File: src/rtl/hash_pkg.sv
// hash_pkg: state codes and round geometry shared by the
// hash round controller, the round tracker and their benches.
package hash_pkg;

  typedef enum logic [2:0] {
    IDLE       = 3'd0,
    WAIT_BYTE  = 3'd1,
    LOAD       = 3'd2,
    ROUND_EXEC = 3'd3,
    FINAL_HASH = 3'd4,
    DONE       = 3'd5,
    ERROR      = 3'd6
  } state_t;

  localparam int ROUNDS = 36;
  localparam int STEPS  = 8;
  localparam int ROUND_CYCLES = ROUNDS * STEPS;

  localparam logic [2:0] FINAL_HASH_CODE = 3'd4;

endpackage

File: src/rtl/hash_watchdog.sv
// hash_watchdog: per-visit cycle counter; expire is high for the
// single cycle where the count reaches limit-1 while enabled.
module hash_watchdog #(
  parameter int W = 9
) (
  input  logic         clk,
  input  logic         reset_n,
  input  logic         clear,
  input  logic         en,
  input  logic [W-1:0] limit,
  output logic         expire
);

  logic [W-1:0] cnt;

  always_ff @(posedge clk or negedge reset_n) begin
    if (!reset_n) begin
      cnt <= '0;
    end else if (clear) begin
      cnt <= '0;
    end else if (en) begin
      cnt <= cnt + W'(1);
    end
  end

  assign expire = en && (cnt == limit - W'(1));

endmodule

File: src/rtl/hash_round_ctrl.sv
// hash_round_ctrl: accepts message bytes and sequences one round pass
// per byte through the tracker, then the final round and hash_valid.
module hash_round_ctrl
  import hash_pkg::*;
#(
  parameter int BYTE_W         = 8,
  parameter int LEN_W          = 16,
  parameter int TIMEOUT_CYCLES = 320
) (
  input  logic              clk,
  input  logic              reset_n,
  input  logic              start,
  input  logic              abort,
  input  logic              msg_valid,
  input  logic              msg_last,
  input  logic [BYTE_W-1:0] msg_data,
  output logic              msg_ready,
  input  logic              round_done,
  input  logic              final_round_done,
  output logic              round_exec_active,
  output logic              final_round_active,
  output logic [2:0]        state,
  output logic [2:0]        final_hash_state,
  output logic              load_en,
  output logic [BYTE_W-1:0] byte_q,
  output logic [LEN_W-1:0]  byte_count,
  output logic              hash_valid,
  output logic              busy,
  output logic              err
);

  localparam int WD_W = $clog2(TIMEOUT_CYCLES + 1);

  state_t cur;
  state_t nxt;
  logic   last_q;
  logic   accept;
  logic   new_hash;
  logic   wd_en;
  logic   wd_clear;
  logic   wd_expire;

  assign wd_en    = (cur == ROUND_EXEC) || (cur == FINAL_HASH);
  assign wd_clear = (nxt != cur);

  hash_watchdog #(
    .W (WD_W)
  ) u_wd (
    .clk    (clk),
    .reset_n(reset_n),
    .clear  (wd_clear),
    .en     (wd_en),
    .limit  (WD_W'(TIMEOUT_CYCLES)),
    .expire (wd_expire)
  );

  always_comb begin
    nxt      = cur;
    accept   = 1'b0;
    new_hash = 1'b0;
    if (abort) begin
      nxt = IDLE;
    end else begin
      unique case (cur)
        IDLE, ERROR: begin
          if (start) begin
            nxt      = WAIT_BYTE;
            new_hash = 1'b1;
          end
        end
        WAIT_BYTE: begin
          if (msg_valid) begin
            nxt    = LOAD;
            accept = 1'b1;
          end
        end
        LOAD: nxt = ROUND_EXEC;
        // done beats the watchdog on the boundary cycle
        ROUND_EXEC: begin
          if (round_done) begin
            nxt = last_q ? FINAL_HASH : WAIT_BYTE;
          end else if (wd_expire) begin
            nxt = ERROR;
          end
        end
        FINAL_HASH: begin
          if (final_round_done) begin
            nxt = DONE;
          end else if (wd_expire) begin
            nxt = ERROR;
          end
        end
        DONE:    nxt = IDLE;
        default: nxt = IDLE;
      endcase
    end
  end

  always_ff @(posedge clk or negedge reset_n) begin
    if (!reset_n) begin
      cur        <= IDLE;
      byte_q     <= '0;
      byte_count <= '0;
      last_q     <= 1'b0;
      err        <= 1'b0;
    end else begin
      cur <= nxt;
      if (new_hash) begin
        byte_count <= '0;
        last_q     <= 1'b0;
        err        <= 1'b0;
      end
      if (accept) begin
        byte_q <= msg_data;
        last_q <= msg_last;
        if (byte_count != '1) begin
          byte_count <= byte_count + LEN_W'(1);
        end
      end
      if (nxt == ERROR) begin
        err <= 1'b1;
      end
    end
  end

  assign state              = cur;
  assign final_hash_state   = FINAL_HASH_CODE;
  assign msg_ready          = (cur == WAIT_BYTE);
  assign load_en            = (cur == LOAD);
  assign round_exec_active  = (cur == ROUND_EXEC);
  assign final_round_active = (cur == FINAL_HASH);
  assign hash_valid         = (cur == DONE);
  assign busy = !((cur == IDLE) || (cur == DONE) || (cur == ERROR));

endmodule

File: config.mk
export PLATFORM = sky130hd
export DESIGN_NAME = hash_round_ctrl
export DESIGN_NICKNAME = d
export VERILOG_FILES = /design/src/rtl/hash_pkg.sv /design/src/rtl/hash_watchdog.sv /design/src/rtl/hash_round_ctrl.sv
export SDC_FILE = /design/constraint.sdc
export NUM_CORES = 1
export LEC_CHECK = 0
export CAP_MARGIN = 20
export CORE_ASPECT_RATIO = 0.8
export CORE_UTILIZATION = 55
export DETAILED_ROUTE_END_ITERATION = 8
export DONT_BUFFER_PORTS = 1
export PLACE_DENSITY_LB_ADDON = 0.2
export SLEW_MARGIN = 20
export SYNTH_ARGS = -nofsm -noshare
export SYNTH_HDL_FRONTEND = slang
export SYNTH_SLANG_ARGS = --single-unit
export TNS_END_PERCENT = 100
File: constraint.sdc
create_clock -name clk -period 5.47 [get_ports clk]
set_input_delay 0.2735 -clock clk [delete_from_list [all_inputs] [get_ports clk]]
set_output_delay 0.2735 -clock clk [all_outputs]
set_load 0.03 [all_outputs]
==> metrics <==
outcome finished clean; YS warnings 0; Post-CTS Setup Bufs 0; DRT iter0 DRCs 193; dpl hpwl 3.41 mm; top cells by area, synth dfrtp_1 42%, mux2_2 4.0%, xor2_1 3.5%; CP startpoint kind register; RR Startpoint state[0]; Sink Count 38; total power 0.787 mW; area leader, netlist dfrtp_1; Final setup viols 0; wire per inst 17.4 um; Synth Register Bits 38; DRC 0; most frequent cells after synthesis 38 x dfrtp_1, 18 x nand2_1, 14 x nor2_1; io pins 53; RSZ-0062 raised after global routing false; global-route wire length before repair 8.26 mm; Max Clock Skew 0.00462 ns; n_diodes 0; CP Capture Type register; port bufs 0; CTS tree built; post-synthesis sequential area ratio 42.1%; Yosys top cell area share 42.1%; Hold Vio Cnt, Final 0; DIE AREA 4370 um^2; fin util 62.6%; initial antenna violation count 0; Clock Root Buffer clkbuf_8; hold wc startpoint msg_last; TritonRoute pass-1 iters 4; maximum VDD drop 0.253 mV; Setup TNS 0 ns; Hold EP last_q; Slew HR 36.7%; Post-Syn Area 2260 um^2; CTS max path bufs 2; Lkg Pwr 0.989 nW; Max Slew Vio Count 0; Worst EP arrival 2.89 ns; fmax 373 MHz; Clk pin slew, worst setup/hold paths 0.07 ns; final critical-path required period 2.68 ns; WP data required 5.67 ns; share of cells above drive strength 1 14.1%; Max-cap violations 0; TritonCTS Buffers 5; via density per instance 6.33; CTS H-tree lvls 2; Power Density 326 nW/um^2; Core Box Area 3850 um^2; remaining antenna violation count 0; pin count of the biggest net entering global routing 39; Rows 20; DIE HEIGHT 59.3 um; R2R Path End byte_count[10]; total congestion overflow 0; clk_lat worst skew 0.28 ns; Final #Nets 244; total track usage 24.9%; Worst Hold Class input port to register; Hold Crit Depth 2; r2r setup slk 2.79 ns; P&R area growth vs syn 6.87%; total routed wirelength 4.91 mm; via count 1785; Die W 73.6 um; Distinct cells, synth 56; vias in the first global route 1763; initial core utilization 58.6%; crit-path max FO 22; Final GP Congestion 0.855; cell depth of the worst flop-to-flop path 5; final worst-path cycle share 49.0%; Cells after Synth 231; count leader, synth dfrtp_1; number of enable flip-flop cells after synthesis 0; Post-synth top flop dfrtp_1; Async S/R FF share, synth 100%; WS Path Type register to register; synthesized area per cell 9.77 um^2; worst-margin pin slew 0.942 ns
==> worst max-delay path by stage <==
| stage | depth (start not counted) | startpoint | end | slack (ns) |
|---|---|---|---|---|
| 6_report | 5 | state[0] | byte_count[10] | 2.79 |
| 2_1_floorplan | 7 | state[2] | u_wd.cnt[8] | 3.40 |
| 3_3_place_gp | 5 | state[0] | byte_count[10] | 3.02 |
| 5_1_grt | 5 | state[0] | byte_count[7] | 2.61 |
| 3_5_place_dp | 5 | state[0] | byte_count[10] | 2.82 |
| 4_1_cts | 5 | state[0] | byte_count[10] | 2.80 |
==> layout make-up <==
class / count / area, um^2
sequential: 38 / 951
multi-input combinational: 170 / 1180
clock buffer: 6 / 82.6
inverter: 9 / 35.0
timing repair buffer: 2 / 30.0
tap: 55 / 68.8
fill: 319 / 1440
clock inverter: 2 / 60.1
==> per-layer routing <==
layer	part of all wire (%)	up-vias	global-route usage [%]
met4	1.1	0	8.24
met1	45	876	34.3
met2	48	60	38.3
li1	-	843	-
met3	6.0	6	6.80
met5	0	-	0
==> sequential cells by signal (all words and copies together) (netlist names) <==
signal	cells
last_q	1
byte_count	16
state	3
byte_q	8
err	1
u_wd.cnt	9
==> worst max-delay path, stage by stage (launching register included) <==
cell and delay, ns:
dfrtp_1 0.83, nand4bb_1 0.32, nor2_4 0.43, o21ai_2 0.35, or4_1 0.50, a21oi_1 0.16
==> where the power goes <==
part / total (mW) / switching, mW / internal, mW
combinational: 0.102 / 0.0604 / 0.0414
sequential: 0.396 / 0.0871 / 0.309
clock: 0.289 / 0.0950 / 0.194
total: 0.787 / 0.243 / 0.545
==> cells by family (layout without fill, tap and decap cells) <==
| logic type | Yosys count | in the layout | share of synthesized area [%] |
|---|---|---|---|
| AOI/OAI and AO/OA | 52 | 52 | 17.8 |
| xor gates and xnor gates | 12 | 12 | 4.66 |
| adders and majority gates | 2 | 2 | 1.11 |
| buffers and inverters | 24 | 19 | 5.54 |
| DFF | 38 | 38 | 42.1 |
| muxes | 11 | 11 | 5.32 |
| other | 2 | 3 | 0.333 |
| and+or+nand+nor | 90 | 90 | 23.1 |
==> stage by stage <==
step / cell area, um^2 / std cells / hold WS, ns / worst slack [ns]
floorplan: 2260 / 232 / -0.0221 / 3.40
global placement: 2240 / 272 / -0.0210 / 3.02
detailed placement: 2240 / 272 / -0.0213 / 2.82
CTS: 2410 / 282 / 0.0994 / 2.80
global route: 2410 / 282 / 0.108 / 2.61
finish: 2410 / 282 / 0.110 / 2.79
==> cell usage in the layout, fill, tap and decap left out, types with 3 or more instances in the layout <==
cell type,n
a21oi_1,9
and3_1,3
and4_1,3
clkbuf_8,6
conb_1,3
dfrtp_1,38
inv_1,8
mux2_2,8
mux2i_1,3
nand2_1,18
nand3_1,10
nand4_1,5
nor2_1,14
nor3_1,13
nor4_1,3
o211ai_1,6
o21ai_0,6
o21ai_2,3
o31ai_1,9
or4_1,5
xnor2_1,3
xor2_1,9
==> repair_timing <==
action                                 4_1_cts  5_1_grt
setup endpoints to repair                    0        0
hold buffers                                 2        0
resized for setup                            0        0
endpoints found under the hold margin       38        0
Power figures use the tool's default switching activity.
